===== config.mk =====
export PLATFORM = sky130hd
export DESIGN_NAME = result_capture_fifo
export DESIGN_NICKNAME = d
export VERILOG_FILES = /design/src/rtl/result_capture_fifo.sv
export SDC_FILE = /design/constraint.sdc
export NUM_CORES = 1
export LEC_CHECK = 0
export ABC_AREA = 1
export CAP_MARGIN = 10
export CORE_MARGIN = 2
export CORE_UTILIZATION = 45
export CTS_CLUSTER_SIZE = 28
export DETAILED_ROUTE_END_ITERATION = 16
export DONT_BUFFER_PORTS = 1
export PLACE_DENSITY_LB_ADDON = 0.05
export SYNTH_ARGS = -nofsm -noshare
export SYNTH_HDL_FRONTEND = slang
export SYNTH_SLANG_ARGS = --single-unit

===== constraint.sdc =====
create_clock -name clk -period 5.02 [get_ports clk]
set_input_delay 0.502 -clock clk [delete_from_list [all_inputs] [get_ports clk]]
set_output_delay 0.502 -clock clk [all_outputs]
set_load 0.02 [all_outputs]

===== src/rtl/result_capture_fifo.sv =====
// Parity-protected first-word-fall-through FIFO capturing adder-chain sums with
// their alarm tag, plus sticky/saturating alarm accounting.
module result_capture_fifo #(
  parameter int WORD_WIDTH = 4,
  parameter int DEPTH      = 4,
  parameter int CNT_W      = 8
) (
  input  logic                      clk,
  input  logic                      rst_n,
  input  logic [WORD_WIDTH-1:0]     sum_in,
  input  logic                      in_valid,
  output logic                      in_ready,
  input  logic                      alarm_in,
  output logic [WORD_WIDTH-1:0]     out_data,
  output logic                      out_valid,
  input  logic                      out_ready,
  output logic                      out_par_err,
  output logic                      out_alarm,
  input  logic                      clr_alarm,
  output logic                      alarm_sticky,
  output logic [CNT_W-1:0]          alarm_count,
  output logic [$clog2(DEPTH):0]    level
);
  localparam int AW = $clog2(DEPTH);

  logic [DEPTH-1:0][WORD_WIDTH-1:0] mem_word;
  logic [DEPTH-1:0]                 mem_par;
  logic [DEPTH-1:0]                 mem_tag;

  logic [AW:0]   wr_ptr, rd_ptr;
  logic [AW-1:0] wr_idx, rd_idx;
  logic          full, empty, wr_fire, rd_fire;

  assign wr_idx  = wr_ptr[AW-1:0];
  assign rd_idx  = rd_ptr[AW-1:0];
  assign empty   = (wr_ptr == rd_ptr);
  assign full    = (wr_idx == rd_idx) && (wr_ptr[AW] != rd_ptr[AW]);
  assign wr_fire = in_valid & ~full;
  assign rd_fire = out_ready & ~empty;

  assign in_ready  = ~full;
  assign out_valid = ~empty;
  assign level     = wr_ptr - rd_ptr;

  // Head decode is gated so an empty FIFO never exposes stale storage.
  assign out_data    = empty ? '0   : mem_word[rd_idx];
  assign out_par_err = empty ? 1'b0 : (^mem_word[rd_idx]) ^ mem_par[rd_idx];
  assign out_alarm   = empty ? 1'b0 : mem_tag[rd_idx];

  always_ff @(posedge clk or negedge rst_n) begin
    if (!rst_n) begin
      wr_ptr <= '0;
      rd_ptr <= '0;
    end else begin
      if (wr_fire) wr_ptr <= wr_ptr + 1'b1;
      if (rd_fire) rd_ptr <= rd_ptr + 1'b1;
    end
  end

  // Storage is intentionally not reset; pointers alone define validity.
  always_ff @(posedge clk) begin
    if (wr_fire) begin
      mem_word[wr_idx] <= sum_in;
      mem_par[wr_idx]  <= ^sum_in;
      mem_tag[wr_idx]  <= alarm_in;
    end
  end

  always_ff @(posedge clk or negedge rst_n) begin
    if (!rst_n) begin
      alarm_sticky <= 1'b0;
      alarm_count  <= '0;
    end else if (clr_alarm) begin
      // A same-cycle alarm survives the clear as the first new event.
      alarm_sticky <= alarm_in;
      alarm_count  <= alarm_in ? CNT_W'(1) : '0;
    end else if (alarm_in) begin
      alarm_sticky <= 1'b1;
      if (alarm_count != {CNT_W{1'b1}}) alarm_count <= alarm_count + 1'b1;
    end
  end
endmodule


==> metrics.txt, run 1 <==
first-pass GRT wire length=between 6000 and 7000 µm; dpl ws=2.38 ns; RSZ-0062 raised after global routing=no; critical path launch point type=flip-flop; RePlAce Congestion=between 0.8 and 0.9; setup TNS=0 ns; Starting Density=between 40% and 50%; core footprint=between 0.004 and 0.005 mm²; internal power=0.000696 W; slowest cell on the critical path=dfrtp_1; fin crit share=59.2%; Total Routing Usage GR=between 10% and 20%; DRC Markers=0; # Max-Cap Violations=0; placed cell area=0.00206 mm²; # clock sinks=39; FMAX=about 0.34 GHz; Initial DRT Pass Iterations=6; critical path arrival=approximately 2.5 ns; Final Hold Viols=0; EDFF count, synth=24; worst path buffer plus inverter count=2; Post-Syn Instances=217; Clk pwr share=between 10% and 20%; total congestion overflow=0; Crit Path Max Fanout=12; Mean Syn Cell Area=around 9.4 µm²; final HPWL from detailed placement=3110 µm; CTS tree=done; pin count of the biggest net entering global routing=17; fraction of registers with async set/reset=between 30% and 40%; Final Max Slew Viols=0; Flop pwr share=between 30% and 40%; Setup WS post-layout=2.05 ns; DRT iter0 DRCs=between 80 and 90; Die H=71.3 µm; Final Util=about half; max incr delay on CP=0.62 ns; Layout area overhead=5.84%; PwrDens=628 mW/mm²; CP cell instances=inv_2 -> ha_1 -> nand4_1 -> inv_1 -> a21oi_1; switching part of the total power=48.7%; worst skew pair latency=0.28 ns; WP data required=around 4.5 ns; clock buffer depth=2; Die Wd=between 70 and 80 µm; Post-Syn Nets=236; ANT cells=0; Inst Count DP=between 200 and 300; FP Rows=24; H-tree depth=2; endpoints failing setup=0; critical setup path kind=reg -> out; Cell Area, Synth=just over 0.002 mm²; status=completed; Finished Layout Cells=between 200 and 300; port bufs=0; Seq/Total Area, Yosys=a little over half; Worst-Margin Slew=between 0.7 and 0.8 ns; Nets=240; Slew headroom=between 50 and 60%; postcts setup bufs=0; io pins=30; area of the die=0.00508 mm²; Net Switching=between 0.0006 and 0.0007 W; Vias per Instance=5.16; CTS buffer count=5; Gate power share=just under 50%; most common cell after layout, fill and taps aside=nand2_1; Yosys cell types=25; VDD IR max=0.226 mV; Final Cell Area=approximately 0.0022 mm²; synth warn=0; critical path capture point type=output pin; clock slew at reported path FFs=around 0.070 ns; clock skew=just under 0.006 ns; DR WL/cell=roughly 15 µm; Synth Register Bits=39; DRT Wirelength=roughly 4100 µm; Pleak=just under 1 nW; layout cells sized above 1=around 11%; Hold WC Path Type=in -> reg; most frequent cells in the layout=54 x nand2_1, 24 x inv_1, 24 x nor2_1, 24 x edfxtp_1, 15 x dfrtp_1; vias in the first global route=between 1k and 1.5k; Post-synth top flop=edfxtp_1; initial antenna violation count=0; r2r setup slk=~2.7 ns; post-route ant nets=0; Tmin final=2.97 ns; DR vias=roughly 1.4k; Root Buffer=clkbuf_8; Largest delay share family, worst path=flip-flops
==> final timing paths <==
check | start | to | depth (start not counted)
hold reg to reg | wr_ptr[2] | wr_ptr[2] | 1
setup reg to reg | rd_ptr[1] | mem_word[0] | 5
max in group asynchronous | rst_n | rd_ptr[2] | 1
hold / removal | clr_alarm | alarm_count[2] | 1
min in group asynchronous | rst_n | alarm_count[2] | 1
setup / recovery | rd_ptr[1] | out_alarm | 5
==> cell type report <==
cell class | instances | area, µm²
clock buffers | 7 | 76.3
clock inverters | 1 | 5.00
fillers | 399 | 2200
inverters | 27 | 101
multi-input cells | 147 | 802
flip-flops and latches | 39 | 1100
well taps | 52 | 65.1
repair buffers | 1 | 10.0
==> metrics by stage <==
stage	hold WS [ns]	power, W
floorplan	0.206	0.00105
CTS	0.275	0.00137
global route	0.275	0.00147
global placement	0.207	0.00115
finish	0.285	0.00135
detailed placement	0.207	0.00117
==> state kept, by name (all words and copies together), names as in the netlist <==
name and cells:
wr_ptr 3, mem_par 4, alarm_count 8, alarm_sticky 1, mem_tag 4, mem_word 16, rd_ptr 3
==> cells by family (layout without fill, tap and decap cells) <==
| kind of cell | count (synthesis) | after routing | share of synthesized area, % |
|---|---|---|---|
| adders and majority gates | 9 | 9 | 5.90 |
| and+or+nand+nor | 108 | 108 | 23.3 |
| xor gates and xnor gates | 8 | 8 | 3.44 |
| AOI/OAI and AO/OA | 22 | 22 | 6.76 |
| DFF | 39 | 39 | 53.8 |
| buffers and inverters | 31 | 36 | 6.82 |
==> power by group through the flow <==
stage               clock, W  sequential [W]  combinational, W
global route        0.000216        0.000502          0.000749
floorplan                  0        0.000465          0.000590
detailed placement         0        0.000500          0.000668
finish              0.000197        0.000493          0.000665
CTS                 0.000203        0.000494          0.000673
global placement           0        0.000496          0.000650
==> timing repair <==
item | CTS | global route
gates resized for setup | 0 | 0
setup endpoints to repair | 0 | 0
hold endpoints to repair | 15 | 0
hold buffers | 1 | 0
==> synth_stat cells (5+ instances only) <==
cell | count | area share, %
nor2_1 | 24 | 4.4
a21oi_1 | 7 | 1.7
ha_1 | 8 | 4.9
nand2_1 | 54 | 10
o21ai_0 | 10 | 2.5
nand2_2 | 8 | 2.5
nand3_1 | 13 | 3.2
dfrtp_1 | 15 | 18
xor2_1 | 5 | 2.1
inv_1 | 24 | 4.4
edfxtp_1 | 24 | 35
==> layer usage <==
layer | wire [µm] | GRT usage, %
met3 | 172 | 5.06
met1 | 1760 | 20.6
met2 | 2120 | 31.1
met5 | 0 | 0
met4 | 55 | 5.87
No activity file was read; power rests on OpenSTA's default activity.
==> run 2, diff against run 1 <==
==> constraint.sdc (replaced) <==
create_clock -name clk -period 2.6 [get_ports clk]
set_input_delay 0.26 -clock clk [delete_from_list [all_inputs] [get_ports clk]]
set_output_delay 0.26 -clock clk [all_outputs]
set_load 0.02 [all_outputs]
==> metrics.txt, run 2 (synthesis results as in run 1) <==
status=completed (unchanged); VDD IR max=0.495 mV (was 0.226 mV); CTS tree=done (unchanged); Storage cell area=0.00110 mm² (unchanged); Total Routing Usage GR=18.3% (was 17.6%); core footprint=0.00435 mm² (unchanged); Vias per Instance=5.12 (was 5.16); first-pass GRT wire length=7020 µm (was 6780 µm); # clock sinks=39 (unchanged); slowest cell on the critical path=dfrtp_1 (unchanged); clock skew=0.00851 ns (was 0.00589 ns); Die Wd=71.3 µm (unchanged); initial antenna violation count=0 (unchanged); Crit Path Max Fanout=14 (was 12); critical setup path kind=reg -> out (unchanged); Final Cell Area=0.00224 mm² (was 0.00216 mm²); Largest regs=mem_word x16, alarm_count x8 (unchanged); Tmin final=2.28 ns; most frequent cells in the layout=54 x nand2_1, 24 x inv_1, 24 x nor2_1, 24 x edfxtp_1, 15 x dfrtp_1 (unchanged); Worst-Margin Slew=0.724 ns (was 0.705 ns); RePlAce Congestion=0.721 (was 0.813); critical path capture point type=output pin (unchanged); Slew headroom=51.6% (was 52.9%); total congestion overflow=0 (unchanged); setup TNS=0 ns (unchanged); DR WL/cell=15.3 µm (was 15.0 µm); PwrDens=1290 mW/mm² (was 628 mW/mm²); area of the die=0.00508 mm² (unchanged); DRT iter0 DRCs=58 (was 87); Layout area overhead=10.0% (was 5.84%); FP Rows=24 (unchanged); RSZ-0062 raised after global routing=no (unchanged); Inst Count DP=269 (was 265); final HPWL from detailed placement=3100 µm (was 3110 µm); WP data required=2.34 ns (was 4.52 ns); critical path arrival=2.02 ns (was 2.47 ns); Pleak=1.01 nW (was 0.970 nW); CTS buffer count=5 (unchanged); DRT Wirelength=4260 µm (was 4100 µm); clock buffer depth=2 (unchanged); worst skew pair latency=0.29 ns (was 0.28 ns); Largest Register=mem_word (unchanged); Hold WC Path Type=in -> reg (unchanged); Final Hold Viols=0 (unchanged); io pins=30 (unchanged); post-route ant nets=0 (unchanged); max incr delay on CP=0.47 ns (was 0.62 ns); critical path launch point type=flip-flop (unchanged); CP cell instances=inv_2 -> nand2_1 -> nand3_1 -> nand2_1 -> nand2_1 -> nand2_1 -> inv_1 -> nand2_1 -> nand3_1 -> nand2_1 -> nor2_1 (was inv_2 -> ha_1 -> nand4_1 -> inv_1 -> a21oi_1); Die H=71.3 µm (unchanged); Initial DRT Pass Iterations=7 (was 6); layout cells sized above 1=13.3% (was 10.8%); H-tree depth=2 (unchanged); placed cell area=0.00209 mm² (was 0.00206 mm²); endpoints failing setup=0 (unchanged); fin crit share=about 88%; max reg flops=16 (unchanged); Nets=244 (was 240); most common cell after layout, fill and taps aside=nand2_1 (unchanged); vias in the first global route=1431 (was 1451); Crit path top cell by count=nand2_1; DRC Markers=0 (unchanged); Finished Layout Cells=278 (was 274); FMAX=between 0.4 and 0.5 GHz; footprint of the multi-input gates=802 µm² (unchanged); port bufs=0 (unchanged); Starting Density=46.8% (unchanged); ANT cells=0 (unchanged); DR vias=1423 (was 1415); Final Max Slew Viols=0 (unchanged); clock slew at reported path FFs=0.08 ns (was 0.07 ns); pin count of the biggest net entering global routing=16 (was 17); fillers=395 (was 399); Root Buffer=clkbuf_8 (unchanged); # Max-Cap Violations=0 (unchanged)
==> run 2: power breakdown <==
group	internal (W)	leakage, nW	switching [W]
clock	0.000383	0.0644	0.000220
combinational	0.000395	0.538	0.000988
sequential	0.000815	0.409	0.0000913
total	0.00159	1.01	0.00130
==> run 2: stage by stage <==
step	power (W)	setup WS (ns)	utilization, %	hold WS, ns
after floorplan	0.00204	0.552	-	-0.0356
after CTS	0.00291	0.324	51.5	0.0276
final	0.00289	0.324	51.5	0.0334
after detailed placement	0.00230	0.518	48.1	-0.0352
after global placement	0.00226	0.565	48.1	-0.0352
after global routing	0.00312	0.0719	51.5	0.0308
==> run 2: final timing paths <==
path | end | startpoint | cells after the start | slack, ns
max | out_par_err | rd_ptr[0] | 11 | 0.32
min | alarm_count[2] | clr_alarm | 1 | 0.03
max reg2reg | mem_word[9] | rd_ptr[1] | 5 | 0.53
min reg2reg | wr_ptr[2] | wr_ptr[2] | 1 | 0.49
max in group asynchronous | rd_ptr[2] | rst_n | 1 | 1.68
min in group asynchronous | rd_ptr[1] | rst_n | 1 | 0.46
==> run 2: metal layers <==
| metal | up-vias | track usage (%) | part of all wire [%] |
|---|---|---|---|
| li1 | 715 | - | - |
| met1 | 677 | 21.5 | 41 |
| met2 | 27 | 32.1 | 53 |
| met3 | 4 | 5.34 | 4.4 |
| met4 | 0 | 6.29 | 0.85 |
| met5 | - | 0 | 0 |
==> run 2: worst max-delay path: cells and delay by family (launching register included) <==
family | cells | cell delay (ns)
buf+inv | 2 | 0.33
flops | 1 | 0.47
simple gates | 9 | 0.91
==> run 2: what timing repair did <==
item	in CTS	in global routing
setup buffers	0	0
hold buffers	1	0
resized for setup	0	0
hold endpoints to repair	15	0
endpoints found under the setup margin	0	0
==> run 2: final cells by class <==
class | count | area share, %
multi-input cells | 147 | 35.8
flip-flops and latches | 39 | 48.9
repair buffers | 5 | 1.79
well taps | 52 | 2.90
inverters | 27 | 4.52
clock inverters | 3 | 3.02
clock buffers | 5 | 3.07
==> run 3, diff against run 2 <==
--- a/config.mk
+++ b/config.mk
@@ -6,12 +6,13 @@
 export NUM_CORES = 1
 export LEC_CHECK = 0
 export ABC_AREA = 1
-export CAP_MARGIN = 10
-export CORE_MARGIN = 2
+export CAP_MARGIN = 20
+export CORE_MARGIN = 3
 export CORE_UTILIZATION = 45
 export CTS_CLUSTER_SIZE = 28
 export DETAILED_ROUTE_END_ITERATION = 16
 export DONT_BUFFER_PORTS = 1
+export HOLD_SLACK_MARGIN = 0.05
 export PLACE_DENSITY_LB_ADDON = 0.05
 export SYNTH_ARGS = -nofsm -noshare
 export SYNTH_HDL_FRONTEND = slang
==> metrics.txt, run 3 (synthesis results as in run 1) <==
Largest Register=mem_word (unchanged); # Max-Cap Violations=0 (unchanged); Largest regs=mem_word x16, alarm_count x8 (unchanged); Starting Density=48.8% (was 46.8%); most frequent cells in the layout=54 x nand2_1, 24 x inv_1, 24 x nor2_1, 24 x edfxtp_1, 15 x dfrtp_1 (unchanged); Pleak=1.04 nW (was 1.01 nW); H-tree depth=2 (unchanged); most common cell after layout, fill and taps aside=nand2_1 (unchanged); crit path launch=rd_ptr[1] (was rd_ptr[0]); WP data required=2.34 ns (about the same); clock slew at reported path FFs=0.07 ns (was 0.08 ns); vias in the first global route=1427 (was 1431); io pins=30 (unchanged); Final Hold Viols=0 (unchanged); final HPWL from detailed placement=3040 µm (was 3100 µm); Hold WC Path Type=in -> reg (unchanged); Die H=73.3 µm (was 71.3 µm); Nets=250 (was 244); critical setup path kind=reg -> out (unchanged); Root Buffer=clkbuf_8 (unchanged); CTS tree=done (unchanged); DRC Markers=0 (unchanged); pin count of the biggest net entering global routing=16 (unchanged); worst skew pair latency=0.28 ns (was 0.29 ns); Crit Path Max Fanout=12 (was 14); Slew headroom=51.7% (was 51.6%); status=completed (unchanged); DR vias=1413 (was 1423); Final Max Slew Viols=0 (unchanged); PwrDens=1230 mW/mm² (was 1290 mW/mm²); first-pass GRT wire length=6680 µm (was 7020 µm); FP Rows=23 (was 24); switching part of the total power=43.6% (was 44.9%); r2r setup slk=0.34 ns (was 0.53 ns); # clock sinks=39 (unchanged); RSZ-0062 raised after global routing=no (unchanged); core footprint=0.00417 mm² (was 0.00435 mm²); Flop pwr share=33.1% (was 31.3%); capturing point of the worst reg2reg path=mem_word[1] (was mem_word[9]); Die Wd=73.3 µm (was 71.3 µm); critical path arrival=2.07 ns (was 2.02 ns); max reg flops=16 (unchanged); Total Routing Usage GR=16.9% (was 18.3%); clock skew=0.00513 ns (was 0.00851 ns); clock buffer depth=2 (unchanged); Final Util=55.1% (was 51.5%); DRT iter0 DRCs=41 (was 58); total congestion overflow=0 (unchanged); RePlAce Congestion=0.783 (was 0.721); critical path launch point type=flip-flop (unchanged); Gate power share=46.6% (was 47.8%); Layout area overhead=12.8% (was 10.0%); post-route ant nets=0 (unchanged); setup TNS=0 ns (unchanged); Final Power=0.00282 W (was 0.00289 W); Worst Setup EP=out_data[0] (was out_par_err); initial antenna violation count=0 (unchanged); Worst-Margin Slew=0.722 ns (was 0.724 ns); CTS buffer count=5 (unchanged); Vias per Instance=5.01 (was 5.12); area of the die=0.00537 mm² (was 0.00508 mm²); DR WL/cell=14.0 µm (was 15.3 µm); Final Cell Area=0.00230 mm² (was 0.00224 mm²); Initial DRT Pass Iterations=4 (was 7); FMAX=0.430 GHz (was 0.439 GHz); Tmin final=2.33 ns (was 2.28 ns); critical path capture point type=output pin (unchanged); RR Startpoint=rd_ptr[1] (unchanged); ANT cells=0 (unchanged); DRT Wirelength=3960 µm (was 4260 µm); port bufs=0 (unchanged); Clk pwr share=20.3% (was 20.9%); layout cells sized above 1=12.1% (was 13.3%); VDD IR max=0.458 mV (was 0.495 mV); Net Switching=0.00123 W (was 0.00130 W); placed cell area=0.00208 mm² (was 0.00209 mm²); R2R depth=5 (unchanged); internal power=0.00159 W (about the same); fin crit share=89.5% (was 87.6%); endpoints failing setup=0 (unchanged); postcts setup bufs=0 (unchanged)
run 3: changes by cell type in the layout (fill, tap and decap cells not counted), sizes merged:
cell / change
buf: -1
clkinvlp: -1
dlygate4sd3: +7
clkbuf: +1
run 3: what timing repair did:
| item | in CTS | in global routing |
|---|---|---|
| resized for setup | 0 | 0 |
| endpoints found under the hold margin | 16 | 19 |
| hold buffers | 2 | 6 |
run 3: layer usage:
metal  up-vias  share of wire (%)  routed length, µm  GRT usage [%]
li1        723                  -                  -              -
met1       646                 47               1860           22.1
met2        38                 46               1820           26.5
met3         6                5.7                224           4.65
met4         0                1.6                 63           6.76
met5         -                  0                  0              0
run 3: how the worst min path moves through the flow:
| stage | endpoint | cells after the start | slack, ns | startpoint |
|---|---|---|---|---|
| 3_5_place_dp | rd_ptr[2] | 0 | -0.03 | rst_n |
| 6_report | alarm_sticky | 1 | 0.07 | alarm_in |
| 2_1_floorplan | alarm_count[0] | 0 | -0.04 | rst_n |
| 4_1_cts | mem_word[11] | 0 | 0.05 | sum_in[3] |
| 5_1_grt | alarm_sticky | 1 | 0.06 | alarm_in |
| 3_3_place_gp | rd_ptr[2] | 0 | -0.04 | rst_n |
run 3: critical path, stage by stage (launching register included):
cell     delay (ns)
dfrtp_1        0.61
inv_2          0.20
ha_1           0.34
nand4_1        0.17
inv_1          0.12
nor2_1         0.33
run 3: area by class of cell:
type | instances | area [µm²]
well taps | 50 | 62.6
repair buffers | 11 | 103
multi-input cells | 147 | 802
fillers | 386 | 1880
inverters | 27 | 101
flip-flops and latches | 39 | 1100
clock inverters | 2 | 60.1
clock buffers | 6 | 72.6
run 3: through the flow:
| stage | cells | hold slack (ns) | setup WS (ns) |
|---|---|---|---|
| CTS | 276 | 0.0522 | 0.255 |
| global route | 282 | 0.0595 | 0.106 |
| detailed placement | 266 | -0.0350 | 0.323 |
| floorplan | 217 | -0.0356 | 0.552 |
| finish | 282 | 0.0675 | 0.273 |
| global placement | 266 | -0.0350 | 0.432 |
run 3: power groups by stage:
stage	logic (W)	clock network (W)	registers [W]
final	0.00131	0.000573	0.000935
after global routing	0.00150	0.000628	0.000952
after CTS	0.00133	0.000593	0.000935
after detailed placement	0.00131	0	0.000947
after global placement	0.00129	0	0.000945
after floorplan	0.00114	0	0.000898
